## config.mk

```make
export PLATFORM = sky130hd
export DESIGN_NAME = usb_packet_transmitter
export DESIGN_NICKNAME = d
export VERILOG_FILES = /design/src/rtl/usb_pkg.sv /design/src/rtl/usb_nrzi_stuffer.sv /design/src/rtl/usb_packet_transmitter.sv
export SDC_FILE = /design/constraint.sdc
export NUM_CORES = 1
export LEC_CHECK = 0
export CAP_MARGIN = 40
export CORE_ASPECT_RATIO = 0.8
export CORE_MARGIN = 5
export CORE_UTILIZATION = 55
export CTS_CLUSTER_DIAMETER = 120
export CTS_CLUSTER_SIZE = 20
export DETAILED_ROUTE_END_ITERATION = 8
export DONT_BUFFER_PORTS = 1
export MAX_ROUTING_LAYER = met4
export PLACE_DENSITY = 0.74
export SLEW_MARGIN = 20
export SYNTH_ARGS = -nofsm -noshare
export SYNTH_HDL_FRONTEND = slang
export SYNTH_SLANG_ARGS = --single-unit
```

## constraint.sdc

```tcl
create_clock -name clk48 -period 3.9 [get_ports clk48]
set_input_delay 0.78 -clock clk48 [delete_from_list [all_inputs] [get_ports clk48]]
set_output_delay 0.78 -clock clk48 [all_outputs]
set_load 0.005 [all_outputs]
```

## src/rtl/usb_pkg.sv

```systemverilog
// usb_pkg: line states, framing constants and FSM states shared by the USB transmit path
package usb_pkg;
   localparam logic [1:0] LINE_J       = 2'b10;
   localparam logic [1:0] LINE_K       = 2'b01;
   localparam logic [1:0] LINE_SE0     = 2'b00;
   localparam logic [7:0] SYNC_PATTERN = 8'h80;
   localparam logic [2:0] STUFF_LIMIT  = 3'd6;
   typedef enum logic [2:0] {IDLE, SYNC, DATA, EOP_SE0, EOP_J} state_t;
endpackage

```

## src/rtl/usb_nrzi_stuffer.sv

```systemverilog
// usb_nrzi_stuffer: NRZI encoder with bit stuffing; consumes one raw bit per strobe unless a stuffed bit is due
module usb_nrzi_stuffer
   import usb_pkg::*;
(
   input  logic clk48,
   input  logic reset_n,
   input  logic i_init,
   input  logic i_strobe,
   input  logic i_valid,
   input  logic i_bit,
   output logic o_ready,
   output logic o_j
);
   logic       r_j;
   logic [2:0] r_ones;
   logic       w_j;
   logic [2:0] w_ones;
   // init restarts the encoder from J with no ones counted, so the first strobe encodes from a clean line
   always_comb begin
      w_j     = i_init ? 1'b1 : r_j;
      w_ones  = i_init ? 3'd0 : r_ones;
      o_ready = w_ones != STUFF_LIMIT;
   end
   // on each bit boundary emit a stuffed transition if due, otherwise encode the offered raw bit
   always_ff @(posedge clk48 or negedge reset_n) begin
      if (!reset_n) begin
         r_j    <= 1'b1;
         r_ones <= 3'd0;
      end else if (i_strobe) begin
         r_j    <= (!o_ready || (i_valid && !i_bit)) ? !w_j : w_j;
         r_ones <= (!o_ready || (i_valid && !i_bit)) ? 3'd0 : (i_valid ? w_ones + 3'd1 : w_ones);
      end
   end
   assign o_j = r_j;
endmodule

```

## src/rtl/usb_packet_transmitter.sv

```systemverilog
// usb_packet_transmitter: frames a buffered packet as SYNC, NRZI/stuffed data and EOP on D+/D-
module usb_packet_transmitter
   import usb_pkg::*;
#(
   parameter int BUFFER_SIZE    = 1024,
   parameter int CLOCKS_PER_BIT = 4
)(
   input  logic                              clk48,
   input  logic                              reset_n,
   input  logic                              start,
   input  logic [$clog2(BUFFER_SIZE):0]      length,
   output logic                              busy,
   output logic                              done,
   output logic [$clog2(BUFFER_SIZE/4)-1:0]  buffer_address,
   input  logic [31:0]                       buffer_read_value,
   output logic                              usb_d_p_out,
   output logic                              usb_d_n_out,
   output logic                              usb_output_enable
);
   localparam int LW = $clog2(BUFFER_SIZE) + 1;
   localparam int AW = $clog2(BUFFER_SIZE/4);
   localparam int CW = (CLOCKS_PER_BIT > 1) ? $clog2(CLOCKS_PER_BIT) : 1;

   state_t          r_state, w_next;
   logic [CW-1:0]   r_cnt;
   logic [2:0]      r_bit;
   logic [LW-1:0]   r_idx, r_len, w_nidx;
   logic [AW-1:0]   r_addr;
   logic [31:0]     r_word;
   logic            r_done;
   logic            w_accept, w_tick, w_stb, w_valid, w_bit, w_take, w_ready, w_j;
   logic [1:0]      w_line;

   usb_nrzi_stuffer u_stuffer (
      .clk48    (clk48),
      .reset_n  (reset_n),
      .i_init   (w_accept),
      .i_strobe (w_stb),
      .i_valid  (w_valid),
      .i_bit    (w_bit),
      .o_ready  (w_ready),
      .o_j      (w_j)
   );

   // state register
   always_ff @(posedge clk48 or negedge reset_n) begin
      if (!reset_n) r_state <= IDLE;
      else          r_state <= w_next;
   end

   // bit strobes, raw bit selection, next state and line mux
   always_comb begin
      w_accept = (r_state == IDLE) && start;
      w_tick   = (r_state != IDLE) && (r_cnt == CW'(CLOCKS_PER_BIT - 1));
      w_stb    = w_accept || (w_tick && (r_state == SYNC || r_state == DATA));
      w_valid  = (r_state == DATA) ? (r_idx < r_len) : 1'b1;
      w_bit    = (r_state == DATA) ? r_word[{r_idx[1:0], r_bit}] :
                 (r_state == IDLE) ? 1'b0 : SYNC_PATTERN[r_bit];
      w_take   = w_stb && w_ready && w_valid;
      w_nidx   = r_idx + LW'(1);
      w_next   = r_state;
      case (r_state)
         IDLE:    w_next = w_accept ? SYNC : IDLE;
         SYNC:    w_next = (w_take && r_bit == 3'd7) ? DATA : SYNC;
         DATA:    w_next = (w_stb && w_ready && !w_valid) ? EOP_SE0 : DATA;
         EOP_SE0: w_next = (w_tick && r_bit == 3'd1) ? EOP_J : EOP_SE0;
         EOP_J:   w_next = w_tick ? IDLE : EOP_J;
         default: w_next = IDLE;
      endcase
      w_line   = (r_state == SYNC || r_state == DATA) ? (w_j ? LINE_J : LINE_K) :
                 (r_state == EOP_SE0) ? LINE_SE0 : LINE_J;
   end

   // bit timer, byte/bit pointers, buffer address and word capture
   always_ff @(posedge clk48 or negedge reset_n) begin
      if (!reset_n) begin
         r_cnt  <= '0;
         r_bit  <= 3'd0;
         r_idx  <= '0;
         r_len  <= '0;
         r_addr <= '0;
         r_word <= '0;
         r_done <= 1'b0;
      end else begin
         r_done <= (r_state == EOP_J) && w_tick;
         r_word <= buffer_read_value;
         r_cnt  <= (r_state == IDLE || w_tick) ? '0 : r_cnt + CW'(1);
         if (w_accept) begin
            r_len  <= (length > LW'(BUFFER_SIZE)) ? LW'(BUFFER_SIZE) : length;
            r_idx  <= '0;
            r_addr <= '0;
            r_bit  <= 3'd1;
         end else if (w_take) begin
            r_bit <= r_bit + 3'd1;
            if (r_state == DATA && r_bit == 3'd7) begin
               r_idx <= w_nidx;
               if (w_nidx < r_len) r_addr <= AW'(w_nidx >> 2);
            end
         end else if (r_state == EOP_SE0 && w_tick) begin
            r_bit <= (r_bit == 3'd1) ? 3'd0 : 3'd1;
         end
      end
   end

   assign busy              = r_state != IDLE;
   assign usb_output_enable = r_state != IDLE;
   assign done              = r_done;
   assign buffer_address    = r_addr;
   assign {usb_d_p_out, usb_d_n_out} = w_line;
endmodule
```

# [Yosys cells after proc, flatten, opt, wreduce, memory -nomap -nowiden]
# Memories as Yosys holds them, arrays and structs flattened.
# Index checks and enable logic that the tools add are counted.
[totals] reg_bits=75 latch_bits=0 mem_bits_rw=0 romBits=8 in_bits=46 output_inout_bits=13 mem_count=1
[op_classes] addsub=4 mul=0 div_mod_pow=0 magnitude_cmp=5 n_eq_ne=8 n_shift=0 n_mux=33 bitwise_logic=0 reduce_logical=28
[memory_table] memory="(no name shown)" words=8 word_bits=1 rd=1 rd_clocked_by_memory_dff=0 wr=0 line_no="usb_packet_transmitter.sv:58" text="(r_state == IDLE) ? 1'b0 : SYNC_PATTERN[r_bit];"
[ops] cell="11-bit two-way mux" n=4
[ops] cell="8-bit two-way mux" n=4
[ops] cell="3-bit two-way mux" n=8
[ops] cell="11-bit less-than comparator" n=2
[ops] cell="3-bit case mux with 5 select lines" n=1
[ops] cell="1-bit logical AND" n=12
[ops] cell="11-bit by 1-bit adder with 11-bit output (second input constant)" n=1
[ops] cell="11-bit greater-than comparator (second input constant)" n=1
[ops] cell="1-bit two-way mux" n=10
[ops] cell="2-bit two-way mux" n=5
[ops] cell="3-bit by 1-bit adder with 3-bit output (second input constant)" n=2
[ops] cell="3-bit by 1-bit == test with 1-bit output (second input constant)" n=2
[ops] cell="3-bit by 2-bit == test with 1-bit output (second input constant)" n=2
[ops] cell="3-bit == test (second input constant)" n=2
[ops] cell="5-bit by 6-bit less-than comparator with 1-bit output (second input constant)" n=1
[ops] cell="2-bit nonzero test" n=3
[ops] cell="3-bit nonzero test" n=2
[ops] cell="1-bit binary-select mux with 5-bit select" n=1
[ops] cell="1-bit logical NOT" n=4
[ops] cell="1-bit logical OR" n=4
[ops] cell="3-bit by 4-bit less-than comparator with 1-bit output (second input constant)" n=1
[ops] cell="3-bit logical NOT" n=1
[ops] cell="3-bit inequality test (second input constant)" n=1
[ops] cell="3-bit AND reduction" n=1
[ops] cell="3 further kinds" n=3

# [Depth between registers and ports, before layout]
# Gate-level depths: netlist of the first run.
[logic_depth] depth_word=9 mapped_depth=14 depth_no_buf=11

# [Modules after synthesis]
# A second synthesis of the first run with hierarchy kept.
[unflattened] hier_cells=345 hier_area_um2=3875.0
[modules_own_cells] mod="usb_packet_transmitter" n_inst=1 cells_each=320 area_each_um2=3626.0 seq_area_each_um2=1776.7
[modules_own_cells] mod="usb_nrzi_stuffer" n_inst=1 cells_each=25 area_each_um2=249.0 seq_area_each_um2=101.3

# [Least setup slack after synthesis of the first run]
# Ideal clock, no wire load.
[synth_timing] kind="input to register" from="in start" to="reg r_addr[2], in the netlist buffer_address[2]" setup_ps=136 t_arrival_ps=2831 path_slack_ps=933 cell_stages=12 path_buffers=2 path_cell_list="nand2b_1 or3_1 clkbuf_1 and2_1 ha_1 nand2_1 a21oi_1 nor4b_4 nand2_2 buf_2 nor4_1 nor3_1"
[synth_between] elab_chain_len=7 elab_cells_between_ends=11 cone_classes="1 x eq/ne; 2 x mux; 8 x reduce/logical"
[synth_rtl] element="from (decl)" line_no="usb_packet_transmitter.sv:10" text="input logic start,"
[synth_rtl] element="1-bit logical AND (*)" line_no="usb_packet_transmitter.sv:53" text="w_accept = (r_state == IDLE) && start;"
[synth_rtl] element="3-bit two-way mux" line_no="usb_nrzi_stuffer.sv:21" text="w_ones = i_init ? 3'd0 : r_ones;"
[synth_rtl] element="3-bit inequality test" line_no="usb_nrzi_stuffer.sv:22" text="o_ready = w_ones != STUFF_LIMIT;"
[synth_rtl] element="1-bit logical AND (2 in a row)" line_no="usb_packet_transmitter.sv:59" text="w_take = w_stb && w_ready && w_valid;"
[synth_rtl] element="2-bit nonzero test (no source line)"
[synth_rtl] element="3-bit AND reduction (no source line)"
[synth_rtl] element="to (signal assigned)" line_no="usb_packet_transmitter.sv:97" text="if (w_nidx < r_len) r_addr <= AW'(w_nidx >> 2);"
[synth_rtl] element="to (decl)" line_no="usb_packet_transmitter.sv:28" text="logic [AW-1:0] r_addr;"
# Mark *: on every way between the ends. The rest lies on a longest branch, timed or not.
# A chain may end at the register's enable or synchronous reset.

# [Worst setup path in the final report of the first run]
[layout_timing] from="reg r_idx[0]" to="reg r_addr[0], in the netlist buffer_address[0]"
[layout_between] elab_chain_len=5 elab_cells_between_ends=12 cone_classes="1 x add/sub; 2 x order compare; 5 x mux; 4 x reduce/logical"
[layout_rtl] element="from (decl)" line_no="usb_packet_transmitter.sv:27" text="logic [LW-1:0] r_idx, r_len, w_nidx;"
[layout_rtl] element="from (signal assigned)" line_no="usb_packet_transmitter.sv:96" text="r_idx <= w_nidx;"
[layout_rtl] element="parallel branches: the longest is 5 deep, another holds 11-bit by 1-bit adder with 11-bit output"
# Parallel ways; which one is timed is not known. The select of a mux whose other input is x is not followed.

==> flow_metrics.env, run 1 <==
export IMPL_maxSlewHeadroom_pct=52.6
export IMPL_firstDrtPassIters=4
export IMPL_die_w_um=104
export IMPL_synthFlopType="dfrtp_1"
export IMPL_postSynthCellCount=366
export IMPL_cts_sinks=75
export IMPL_antenna_found_initial=0
export IMPL_clk_path_buf_depth=2
export IMPL_worst_slew_pin_slew_ns=0.711
export IMPL_synth_compound_area_share_pct=13.8
export IMPL_clock_latency_ns=0.36
export IMPL_setup_violations_final=0
export IMPL_grt_first_pass_wirelength_um=13600
export IMPL_finalSetupTns_ns=0
export IMPL_powerDensity_mw_per_mm2=567
export IMPL_netlist_top_cell_by_area="dfrtp_1"
export IMPL_ios=59
export IMPL_synth_area_top_cells="dfrtp_1 (48%), ha_1 (8.7%), o21ai_0 (3.4%), xor2_1 (3.2%), mux4_2 (2.9%)"
export IMPL_cts_resized_gates=0
export IMPL_antenna_left=0
export IMPL_max_freq_mhz=310
export IMPL_num_vias=2699
export IMPL_r2r_start="r_idx[0]$_DFFE_PN0P_"
export IMPL_layout_nets=434
export IMPL_power_mw=2.33
export IMPL_clock_skew_ns=0.0138
export IMPL_ys_seq_elements=75
export IMPL_peakVddDrop_v=0.000365
export IMPL_rsz0062_at_grt="false"
export IMPL_cts_root_buf="clkbuf_8"
export IMPL_core_area_mm2=0.00686
export IMPL_clk_pin_slew_worst_paths_ns=0.09
export IMPL_wirelength_um=7780
export IMPL_synthMuxAreaShare_pct=5.53
export IMPL_required_ns=4.16
export IMPL_postCtsHoldBufs=0
export IMPL_cp_max_fo=13
export IMPL_hold_violations=0
export IMPL_post_cts_buffers=0
export IMPL_regToRegSetupSlack_ns=0.67
export IMPL_numCtsBuffers=9
export IMPL_synth_top_area_share_pct=47.9
export IMPL_synth_edf_count=0
export IMPL_grt_total_usage_pct=19.5
export IMPL_synthesis_nets=439
export IMPL_place_gp_congestion=0.864
export IMPL_yosysUniqueCellTypes=51
export IMPL_hp_class="input port to asynchronous set/reset pin"
export IMPL_num_fill_cells=557
export IMPL_final_max_slew_violation_count=0
export IMPL_syn_area_mm2=0.00387
export IMPL_ys_seq_area_share_pct=48.6
export IMPL_antenna_cells=0
export IMPL_drt_initial_drc_count=249
export IMPL_cts_htree_levels=3
export IMPL_run_status="complete, no violations"
export IMPL_end_kind="flop"
export IMPL_area_growth_synth_to_final_pct=6.41
export IMPL_start_util_pct=56.4
export IMPL_startpoint_type="flop"
export IMPL_dieHeight_um=85.0
export IMPL_wl_per_cell_um=17.2
export IMPL_die_area_mm2=0.00882
export IMPL_synth_top_family_by_area="simple AND/OR/NAND/NOR gates"
export IMPL_via_per_inst=5.96
export IMPL_crit_arrival_ns=3.49
export IMPL_maxCapViolCount=0
export IMPL_synth_xor_area_share_pct=3.85
export IMPL_grt_max_degree=76
export IMPL_p_leak_nw=1.85
export IMPL_setup_worst_path_class="flop to flop"
export IMPL_grt_ovfl_total=0
export IMPL_drive_gt1_share_pct=9.02
export IMPL_worstRegToRegCells=10
export IMPL_grt_pass1_vias=2738
export IMPL_rr_endpoint="buffer_address[0]$_DFFE_PN0P_"
export IMPL_min_period_ns=3.23
export IMPL_synthAdderAreaFrac_pct=8.74
export IMPL_dp_hpwl_um=5660
export IMPL_synthArstFlopShare_pct=100
export IMPL_drcViolationCount=0
export IMPL_synth_avg_cell_area_um2=10.6
export IMPL_period_share_pct=82.8
export IMPL_ys_warn_count=0
export IMPL_portBuffers=0
export IMPL_synth_simple_area_share_pct=15.4
export IMPL_rows=27
export IMPL_cts_tree="done"
## sequential cells by signal, indices dropped and copies added (netlist names), 2 cells and up
name              flops
r_idx                11
u_stuffer.r_ones      3
r_bit                 3
r_word               32
r_len                11
r_state               3
r_cnt                 2
buffer_address        8
## power breakdown
| part | switching [mW] | internal, mW |
|---|---|---|
| logic | 0.414 | 0.292 |
| registers | 0.112 | 0.891 |
| clock network | 0.315 | 0.308 |
## critical path: stages (launching register included)
cell	delay (ns)
dfrtp_1	0.57
ha_1	0.28
nand3_1	0.16
nor2_1	0.25
and3_1	0.26
nand3_1	0.11
xnor2_1	0.27
ha_1	0.32
a21oi_1	0.54
a31oi_1	0.17
nor3_1	0.21
## layout by cell type, fill, tap and decap left out, types with 4 or more instances in the layout
cell	count
dfrtp_1	74
nand2_1	27
ha_1	27
o21ai_0	26
inv_1	18
nor3_1	16
nor2_1	15
xor2_1	14
nand3_1	14
a21oi_1	13
nor4_1	10
a31oi_1	9
mux2i_1	9
clkbuf_8	9
nand3b_1	6
or3_1	5
and3_1	5
a211oi_1	5
mux4_2	5
o31ai_1	4
inv_6	4
## worst max path at each step
stage,startpoint,to,slack [ns]
3_3_place_gp,start,buffer_address[5]$_DFFE_PN0P_,0.68
3_5_place_dp,start,buffer_address[7]$_DFFE_PN0P_,0.66
2_1_floorplan,start,buffer_address[2]$_DFFE_PN0P_,0.93
5_1_grt,r_idx[0]$_DFFE_PN0P_,buffer_address[0]$_DFFE_PN0P_,0.42
4_1_cts,r_idx[0]$_DFFE_PN0P_,buffer_address[0]$_DFFE_PN0P_,0.73
6_report,r_idx[0]$_DFFE_PN0P_,buffer_address[0]$_DFFE_PN0P_,0.67
## per-layer routing
layer	vias up	global-route usage [%]	wire length (um)
li1	1316	-	-
met1	1297	27.7	3850
met4	0	6.71	122
met2	75	27.3	3340
met5	-	-	0
met3	11	5.10	473
## synth_stat cells (3+ instances only)
cell,count
nand2_1,27
o21a_1,3
xor2_1,14
nor2b_1,3
mux4_2,5
ha_1,27
and3_1,5
a21oi_1,13
a211oi_1,5
dfrtp_1,74
buf_4,3
o21ai_0,26
inv_1,18
a21o_1,3
and2_1,3
nor3_1,17
a31oi_1,9
nand3b_1,6
o31ai_1,4
clkbuf_1,8
or3_1,5
xnor2_1,3
nand3_1,14
nor4_1,10
mux2i_1,9
buf_2,6
nor2_1,15
## per-stage QoR
step                      hold WS (ns)  area, um^2  setup slack (ns)  util (%)  std cells
after global placement           0.436        3910             0.678      57.0        437
after detailed placement         0.450        3910             0.660      57.0        437
after CTS                       0.0868        4110             0.733      60.0        453
after floorplan                  0.419        3870             0.933         -        366
final                            0.106        4110             0.672      60.0        453
after global routing            0.0744        4110             0.425      60.0        453
## layout make-up
| class | count | area, um^2 | area share [%] |
|---|---|---|---|
| clock inverters | 7 | 81.3 | 1.98 |
| clock buffers | 9 | 124 | 3.01 |
| well taps | 87 | 109 | 2.65 |
| flip-flops and latches | 75 | 1880 | 45.7 |
| multi-input cells | 254 | 1840 | 44.6 |
| inverters | 19 | 71.3 | 1.73 |
| repair buffers | 2 | 15.0 | 0.365 |
## cell families after synthesis
family                   count (synthesis)
buffers and inverters                   37
multiplexers                            15
XOR/XNOR                                17
AO/OA/AOI/OAI                           81
adder cells (fa/ha/maj)                 27
AND/OR/NAND/NOR                        114
flip-flops                              75
Power figures use the tool's default switching activity.
==> run 2: changes to the inputs <==
- PLACE_DENSITY: 0.74 -> 0.77
- clock period: 3.9 -> 2.8 ns (I/O delays scaled with it)
==> run 2 against run 1 <==
  * Power increased by 44%
  * Final cell count up 4.2%
  * Die area unchanged
  * Critical endpoint is now buffer_address[6]$_DFFE_PN0P_
  * Sequential share of layout area decreased by 2.1 points
  * Register-to-register slack worse by 0.60 ns
  * Design area grew 4.8%
  * Critical path depth increased by 1
  * Non-clock buffer count increased by 18
==> flow_metrics.env, run 2 (synthesized netlist as in run 1, its figures left out) <==
export IMPL_maxCapViolCount=0
export IMPL_setup_slack_ns=0.0702
export IMPL_r2r_start="r_idx[1]$_DFFE_PN0P_"
export IMPL_dieHeight_um=85.0
export IMPL_post_cts_buffers=0
export IMPL_crit_arrival_ns=2.96
export IMPL_wirelength_um=8220
export IMPL_max_freq_mhz=366
export IMPL_core_area_mm2=0.00686
export IMPL_dp_cells=454
export IMPL_final_common_cell="dfrtp_1"
export IMPL_run_status="complete, no violations"
export IMPL_rsz0062_at_grt="true"
export IMPL_layout_nets=452
export IMPL_grt_pass1_vias=2840
export IMPL_ios=59
export IMPL_largest_reg_flops=32
export IMPL_startpoint_type="flop"
export IMPL_worst_slew_pin_slew_ns=0.559
export IMPL_regToRegSetupSlack_ns=0.07
export IMPL_portBuffers=0
export IMPL_cts_sinks=75
export IMPL_clock_latency_ns=0.35
export IMPL_cts_root_buf="clkbuf_8"
export IMPL_clock_skew_ns=0.00914
export IMPL_rr_endpoint="buffer_address[6]$_DFFE_PN0P_"
export IMPL_cts_tree="done"
export IMPL_firstDrtPassIters=5
export IMPL_fin_cells=472
export IMPL_drive_gt1_share_pct=15.1
export IMPL_antenna_found_initial=1
export IMPL_reg_top3="r_word: 32 flops, r_idx: 11 flops, r_len: 11 flops"
export IMPL_maxSlewHeadroom_pct=62.4
export IMPL_powerDensity_mw_per_mm2=779
export IMPL_grt_first_pass_wirelength_um=13600
export IMPL_clk_pin_slew_worst_paths_ns=0.09
export IMPL_setup_violations_final=0
export IMPL_hp_class="input port to asynchronous set/reset pin"
export IMPL_cp_max_fo=8
export IMPL_min_period_ns=2.73
export IMPL_drcViolationCount=0
export IMPL_die_w_um=104
export IMPL_start_util_pct=56.4
export IMPL_hold_violations=0
export IMPL_area_growth_synth_to_final_pct=11.5
export IMPL_die_area_mm2=0.00882
export IMPL_clk_path_buf_depth=2
export IMPL_cp_startpoint="r_idx[1]$_DFFE_PN0P_"
export IMPL_setup_worst_path_class="flop to flop"
export IMPL_num_vias=2870
export IMPL_final_max_slew_violation_count=0
export IMPL_rows=27
export IMPL_grt_max_degree=75
export IMPL_peakVddDrop_v=0.000550
export IMPL_regMostFlops="r_word"
export IMPL_period_share_pct=97.5
export IMPL_via_per_inst=6.08
export IMPL_wl_per_cell_um=17.4
export IMPL_antenna_left=0
export IMPL_numCtsBuffers=9
export IMPL_grt_ovfl_total=0
export IMPL_place_gp_congestion=0.921
export IMPL_utilization_pct=62.9
export IMPL_finalSetupTns_ns=0
export IMPL_p_leak_nw=1.97
export IMPL_worstRegToRegCells=11
export IMPL_dp_hpwl_um=5810
export IMPL_most_common_layout_cells="dfrtp_1 (73), nand2_1 (27), ha_1 (27)"
export IMPL_required_ns=3.03
export IMPL_power_mw=3.36
export IMPL_grt_total_usage_pct=19.7
export IMPL_dp_slack_ns=0.0668
export IMPL_end_kind="flop"
export IMPL_drt_initial_drc_count=264
export IMPL_cts_htree_levels=3
==> run 2: critical path, cell delays in order (launching register included) <==
cell and delay, ns:
dfrtp_1 0.39, ha_1 0.18, nand3_1 0.10, nor2_1 0.22
and3_1 0.21, nand3_1 0.10, xnor2_1 0.28, ha_1 0.32
and3_1 0.22, o221a_2 0.19, nor4_1 0.29, nor3_1 0.08
==> run 2: area by class of cell <==
| type | instances | area, um^2 |
|---|---|---|
| diodes | 1 | 2.50 |
| clock buffers | 9 | 124 |
| clock inverters | 7 | 81.3 |
| fillers | 504 | 2550 |
| inverters | 19 | 71.3 |
| multi-input cells | 254 | 1870 |
| flip-flops and latches | 75 | 1880 |
| well taps | 87 | 109 |
| repair buffers | 20 | 170 |
==> run 2: repair_timing <==
action	4_1_cts	5_1_grt
resized for setup	0	8
setup endpoints to repair	0	10
endpoints found under the hold margin	74	0
hold buffers	1	0
==> run 2: per-layer routing <==
layer | share of wire (%) | track usage, % | vias up
met2 | 45 | 28.9 | 125
met5 | 0 | - | -
met1 | 46 | 26.2 | 1381
met3 | 8.0 | 6.77 | 10
met4 | 0.94 | 5.53 | 0
li1 | - | - | 1354
==> run 2: report_power, final <==
part / internal (mW) / switching, mW
Sequential: 1.24 / 0.0777
Combinational: 0.464 / 0.715
Clock: 0.429 / 0.431
Total: 2.14 / 1.22
==> run 2: worst max path at each step <==
stage	to
after CTS	buffer_address[3]$_DFFE_PN0P_
after floorplan	buffer_address[2]$_DFFE_PN0P_
after global placement	buffer_address[3]$_DFFE_PN0P_
after global routing	buffer_address[6]$_DFFE_PN0P_
after detailed placement	buffer_address[3]$_DFFE_PN0P_
final	buffer_address[6]$_DFFE_PN0P_
==> run 2: metrics by stage <==
step | instance area [um^2] | hold slack [ns]
2_1_floorplan | 3870 | 0.264
3_3_place_gp | 4040 | 0.267
3_5_place_dp | 4040 | 0.266
4_1_cts | 4270 | 0.0342
5_1_grt | 4310 | 0.0150
6_report | 4310 | 0.0466
==> run 3: changes to the inputs <==
- ABC_CLOCK_PERIOD_IN_PS: unset -> 2800
==> results of run 3 <==
Final layout, timing and power as in run 2 (identical DEF).
